==> src/rtl/single_port_ram_pkg.sv <==
// Shared defaults and controller state encoding for the single-port RAM.
// Imported by the top level and the storage core.
package single_port_ram_pkg;

  localparam int DATA_WIDTH_DEF = 8;
  localparam int ADDR_WIDTH_DEF = 6;

  typedef enum logic [0:0] {
    CLEAR = 1'b0,
    RUN   = 1'b1
  } state_e;

endpackage

==> src/rtl/spram_core.sv <==
// Storage array with one synchronous write-first read/write port.
// Read data is registered; rst only clears the output register, not the array.
module spram_core
  import single_port_ram_pkg::*;
#(
  parameter int DATA_WIDTH = DATA_WIDTH_DEF,
  parameter int ADDR_WIDTH = ADDR_WIDTH_DEF
) (
  input  logic                  clk,
  input  logic                  rst,
  input  logic                  we,
  input  logic [ADDR_WIDTH-1:0] addr,
  input  logic [DATA_WIDTH-1:0] wdata,
  output logic [DATA_WIDTH-1:0] rdata
);

  localparam int DEPTH = 1 << ADDR_WIDTH;

  logic [DATA_WIDTH-1:0] mem [DEPTH];
  logic [DATA_WIDTH-1:0] rdata_d;
  logic [DATA_WIDTH-1:0] rdata_q;

  // Write-first: a write forwards its own data to the read register.
  always_comb begin
    rdata_d = '0;
    if (we) begin
      rdata_d = wdata;
    end else begin
      rdata_d = mem[addr];
    end
  end

  // Array write
  always_ff @(posedge clk) begin
    if (we) begin
      mem[addr] <= wdata;
    end
  end

  // Registered read data
  always_ff @(posedge clk) begin
    if (rst) begin
      rdata_q <= '0;
    end else begin
      rdata_q <= rdata_d;
    end
  end

  assign rdata = rdata_q;

endmodule

==> src/rtl/single_port_ram.sv <==
// Single-port RAM top: CLEAR/RUN controller that zero-fills the array after
// reset, and the port mux choosing between the clear counter and the user port.
module single_port_ram
  import single_port_ram_pkg::*;
#(
  parameter int DATA_WIDTH = DATA_WIDTH_DEF,
  parameter int ADDR_WIDTH = ADDR_WIDTH_DEF
) (
  input  logic                  clk,
  input  logic                  rst,
  input  logic [DATA_WIDTH-1:0] data,
  input  logic [ADDR_WIDTH-1:0] addr,
  input  logic                  we,
  output logic [DATA_WIDTH-1:0] q,
  output logic                  ready
);

  localparam logic [ADDR_WIDTH-1:0] CNT_MAX = {ADDR_WIDTH{1'b1}};

  state_e                state_d, state_q;
  logic [ADDR_WIDTH-1:0] cnt_d, cnt_q;
  logic                  ready_d, ready_q;

  logic                  port_we;
  logic                  core_we;
  logic [ADDR_WIDTH-1:0] core_addr;
  logic [DATA_WIDTH-1:0] core_wdata;

  // Next-state logic and port mux. Clearing writes zero, which the
  // write-first core also forwards to q, so q stays 0 throughout CLEAR.
  always_comb begin
    state_d    = state_q;
    cnt_d      = cnt_q;
    port_we    = 1'b0;
    core_addr  = addr;
    core_wdata = data;
    case (state_q)
      CLEAR: begin
        port_we    = 1'b1;
        core_addr  = cnt_q;
        core_wdata = '0;
        if (cnt_q == CNT_MAX) begin
          state_d = RUN;
        end else begin
          cnt_d = cnt_q + ADDR_WIDTH'(1);
        end
      end
      RUN: begin
        port_we = we;
      end
      default: begin
        state_d = CLEAR;
        cnt_d   = '0;
      end
    endcase
    ready_d = (state_d == RUN);
  end

  assign core_we = port_we & ~rst;

  // Controller state, clear counter and ready flag
  always_ff @(posedge clk) begin
    if (rst) begin
      state_q <= CLEAR;
      cnt_q   <= '0;
      ready_q <= 1'b0;
    end else begin
      state_q <= state_d;
      cnt_q   <= cnt_d;
      ready_q <= ready_d;
    end
  end

  spram_core #(
    .DATA_WIDTH(DATA_WIDTH),
    .ADDR_WIDTH(ADDR_WIDTH)
  ) u_core (
    .clk  (clk),
    .rst  (rst),
    .we   (core_we),
    .addr (core_addr),
    .wdata(core_wdata),
    .rdata(q)
  );

  assign ready = ready_q;

endmodule

==> config.mk <==
export PLATFORM = sky130hd
export DESIGN_NAME = single_port_ram
export DESIGN_NICKNAME = d
export VERILOG_FILES = /design/src/rtl/single_port_ram_pkg.sv /design/src/rtl/spram_core.sv /design/src/rtl/single_port_ram.sv
export SDC_FILE = /design/constraint.sdc
export NUM_CORES = 1
export LEC_CHECK = 0
export BUFFER_PORTS_ARGS = -buffer_cell sky130_fd_sc_hd__clkbuf_2
export CORE_ASPECT_RATIO = 1.5
export CORE_UTILIZATION = 39
export CTS_BUF_LIST = sky130_fd_sc_hd__clkbuf_4 sky130_fd_sc_hd__clkbuf_8 sky130_fd_sc_hd__clkbuf_16
export CTS_CLUSTER_SIZE = 14
export DETAILED_ROUTE_END_ITERATION = 10
export PLACE_DENSITY = 0.56
export SETUP_SLACK_MARGIN = 0.05
export SLEW_MARGIN = 20
export SYNTH_ARGS = -nofsm -noshare
export SYNTH_HDL_FRONTEND = slang
export SYNTH_HIERARCHICAL = 1
export SYNTH_SLANG_ARGS = --single-unit
==> constraint.sdc <==
create_clock -name clk -period 5.35 [get_ports clk]
set_input_delay 0.2675 -clock clk [delete_from_list [all_inputs] [get_ports clk]]
set_output_delay 0.2675 -clock clk [all_outputs]
set_load 0.01 [all_outputs]
---- Yosys cells after proc, flatten, opt, wreduce, memory -nomap -nowiden ----
Memories as Yosys holds them, arrays and structs flattened. A register that Yosys moved wholly into a read port is not among the register bits.
Index checks and enable logic that the tools add are counted.
word-level totals
  register bits after elaboration ......... 7
  word-level logic and storage cells ...... 17
  input bits .............................. 17
  memory bits (writable) .................. 512
  memories ................................ 1
cells by class
  add/subtract/negate cells ............... 1
  bitwise gates (word level) .............. 4
  equality and inequality tests ........... 1
  reduce and logical (&&, ||, !) cells .... 1
  mux-type cells .......................... 7
memories
  memory      depth  width  rd ports  clocked after Yosys merged registers in  write ports  line              RTL
  u_core.mem  64     8      1         1                                        1            spram_core.sv:19  logic [DATA_WIDTH-1:0] mem [DEPTH];
operator list
  kind                                                            count
  8-bit 2-to-1 mux                                                1
  6-bit by 1-bit adder with 6-bit output (second input constant)  1
  6-bit equality test (second input constant)                     1
  6-bit 2-to-1 mux                                                1
  1-bit 2-to-1 mux                                                4
  1-bit NOT                                                       3
  1-bit case mux with 2 select lines                              1
  2-bit AND reduction                                             1
  1-bit bitwise AND                                               1

---- Logic depth before layout (Yosys ltp) ----
  word-level depth ........................ 5
  mapped depth ............................ 12
  depth with buffers taken out ............ 8

---- Cells and area by module ----
The synthesis kept the hierarchy.
modules (own cells, without submodules)
  module           cells an instance  instances  seq. area each (sq um)  area an instance (sq um)
  spram_core       1183               1          15534.9                 20370.8
  single_port_ram  60                 1          140.1                   513.0

---- Worst setup path before layout ----
OpenSTA, ideal clock, no wires.
  kind .................................... flip-flop to flip-flop
  start ................................... register ready (netlist name)
  end ..................................... memory u_core/mem[0][0] in the netlist's numbering, enable pin
  data arrival time ....................... 2.623 ns
  clock period less this slack ............ 2.993 ns
  path buffers ............................ 6
  stages on the path, launching flop included .. 11
  slack ................................... 2.357 ns
  path through ............................ dfxtp_1 > buf_4 > mux2_2 > buf_2 > buf_2 > buf_2 > buf_2 > buf_2 > nor2b_1 > nand2_1 > nor2_1
RTL lines
  what       line
  to (decl)  spram_core.sv:19

==> flow_summary.ini <==
[status]
status = finished clean

[logic_synthesis]
yosys_warnings = 6
synthArstFlopShare_pct = 0
ys_seq_area_share_pct = 75.1
synth-edff-count = 512
yosys_most_used_dff = edfxtp_1
synth_top_cell_by_area = edfxtp_1
ys_ff_latch = 527
syn_inst = 1243
synthTopCellsByArea = edfxtp_1, mux4_2, a221oi_1
syn_nets = 1261
syn_avg_cell_area_um2 = 16.8
syn_area_um2 = 20900
yosysUniqueCellTypes = 67
netlist.area_leader.share_pct = 73.6

[sta]
rsz0062_at_grt = no
fin_crit_sh_pct = 80.1
hold_violations = 0
layout_min_cycle_time_ns = 4.28
worst_pin_slew_ns = 1.07
fin_tns_setup_ns = 0
setup_viol_count_final = 0
slew_viol_final = 0
fin_ws_ns = 1.07
skew_ns = 0.00859
max_freq_ghz = 0.233
slew_headroom_pct = 28.7

[clocking]
clock_path_buffers = 3
clock-sinks = 527
h-tree-depth = 2
cts_setup_buffers = 0
cts_root_buf = clkbuf_16
hold_buffers = 0
cts_resized = 0
worstSkewPairLatency_ns = 0.56
cts_tree = yes
clk_pin_slew_worst_paths_ns = 0.06
cts_made_buffers = 48

[critical_path]
crit_arrival_ns = 4.47
start_kind = flop
worstPathRequired_ns = 5.53
worstPathMaxFanout = 31
end_kind = flop
worstSetupPathType = flop to flop

[global_routing]
grt_pass1_wl_mm = 86.5
grt_use_total_pct = 22.2
grt_max_degree = 74
grt_pass1_vias = 11900
grt_antenna_before_repair = 0
overflow = 0

[route]
drtIter0Drc = 1340
remaining_drc_errors = 0
dr.pass1.iters = 6
final_antenna_net_count = 0
avgViaCountPerCell = 6.05
drt_wl_total_mm = 60.4
wire_per_inst_um = 30.4
vias = 12100

[place]
dpl_worst_slack_ns = 1.19
hpwlAfterDp_mm = 37.4
place_congestion = 0.910
portBuffers = 25

[final_layout]
areaGrowthSynthToFinish_pct = 11.5
post-route-util_pct = 44.2
nFillCells = 4551
drive_gt1_share_pct = 18.5
layout.nets = 1291

[die]
die_w_um = 191
die_area_um2 = 54500
num_io_pins = 26
rows = 103
start_util_pct = 39.6
die_h_um = 285
core_um2 = 52700

[run]
maxCapViolCount = 0

[pwr]
ir_worst_vdd_v = 0.000666
p_leak_nw = 7.70
p_per_area_nw_per_um2 = 423

[worst_hold_path]
worstHoldPathType = input pin to flop
-- cells by family (layout without fill, tap and decap cells) --
logic type	after synthesis	after routing	share of synthesized area, %
mux	130	130	8.19
fa+ha+maj	1	1	0.0599
buf+inv	99	164	2.30
flops	527	527	75.1
other cells	0	1	0
compound gates	271	271	9.63
simple gates	215	215	4.76
-- cell usage after synthesis (3+ instances only) --
cell type	count
edfxtp_1	512
nor2_1	102
a221oi_1	65
mux2i_1	55
mux2_2	47
nand2_1	43
a22oi_1	42
a21oi_1	39
buf_2	36
clkbuf_1	33
o21ai_0	33
mux4_2	28
o22ai_1	16
dfxtp_1	15
a22o_1	13
and2_1	12
inv_1	11
nand3_1	10
nor2b_1	10
a31oi_1	9
buf_4	9
a221o_1	8
nor3_1	8
a32oi_1	6
a311oi_1	5
buf_1	5
o22a_1	5
buf_6	4
and3_1	3
nand4_1	3
nor3b_1	3
o211ai_1	3
o221ai_1	3
o2bb2ai_1	3
or2_2	3
-- layout make-up --
cell class / count / area [um^2] / share of cell area, %
repair buffers: 67 / 453 / 1.94
diodes: 1 / 2.50 / 0.0107
inverters: 12 / 45.0 / 0.193
clock inverters: 19 / 118 / 0.505
flip-flops and latches: 527 / 15700 / 67.3
multi-input cells: 617 / 4780 / 20.5
clock buffers: 66 / 1370 / 5.87
well taps: 682 / 853 / 3.66
-- layout by cell type (no fill, tap or decap), drive strengths merged, types with 40 or more instances in the layout --
master,Yosys,layout
nor2,103,103
a221oi,65,65
clkbuf,33,91
a21oi,40,40
edfxtp,512,512
nand2,43,43
mux2i,55,55
a22oi,42,42
mux2,47,47
buf,54,42
-- stage by stage --
step | cells | power [W] | hold WS [ns] | instance area (um^2)
global placement | 1905 | 0.00664 | 0.548 | 21800
floorplan | 1243 | 0.00589 | 0.474 | 20900
global route | 1990 | 0.0101 | 0.225 | 23300
detailed placement | 1905 | 0.00663 | 0.562 | 21800
CTS | 1990 | 0.00987 | 0.192 | 23300
finish | 1991 | 0.00986 | 0.226 | 23300
-- where the power goes --
| group | switching (W) | leakage, nW | internal (W) |
|---|---|---|---|
| clock network | 0.00146 | 0.752 | 0.00183 |
| logic | 0.00134 | 1.77 | 0.000676 |
| registers | 0.0000298 | 5.18 | 0.00452 |
| total | 0.00283 | 7.70 | 0.00703 |
-- worst max-delay path, cell delays in order, from the launching register on --
cell and delay (ns):
dfxtp_1 0.88, mux2_4 0.69, nor2b_2 0.67, nand3_1 0.68
nor2_1 0.97
-- metal layers --
metal | vias up | global-route usage, % | routed length [um]
li1 | 5081 | - | -
met1 | 6250 | 28.4 | 23100
met2 | 603 | 38.1 | 30800
met3 | 117 | 3.08 | 4260
met4 | 0 | 8.12 | 2280
met5 | - | 0 | 0
-- worst paths after layout --
check        startpoint                end  slack [ns]  depth (start not counted)
max               ready  u_core/mem[61][6]        1.07                          4
min                 rst           cnt_q[5]        0.23                          2
max reg2reg       ready  u_core/mem[61][6]        1.07                          4
min reg2reg    cnt_q[2]           cnt_q[2]        0.57                          1
-- state kept, by name, summed over array words and instances, names as in the netlist --
name and count:
ready 1, u_core/mem 512, cnt_q 6, u_core/rdata 8
Power figures use the tool's default switching activity.
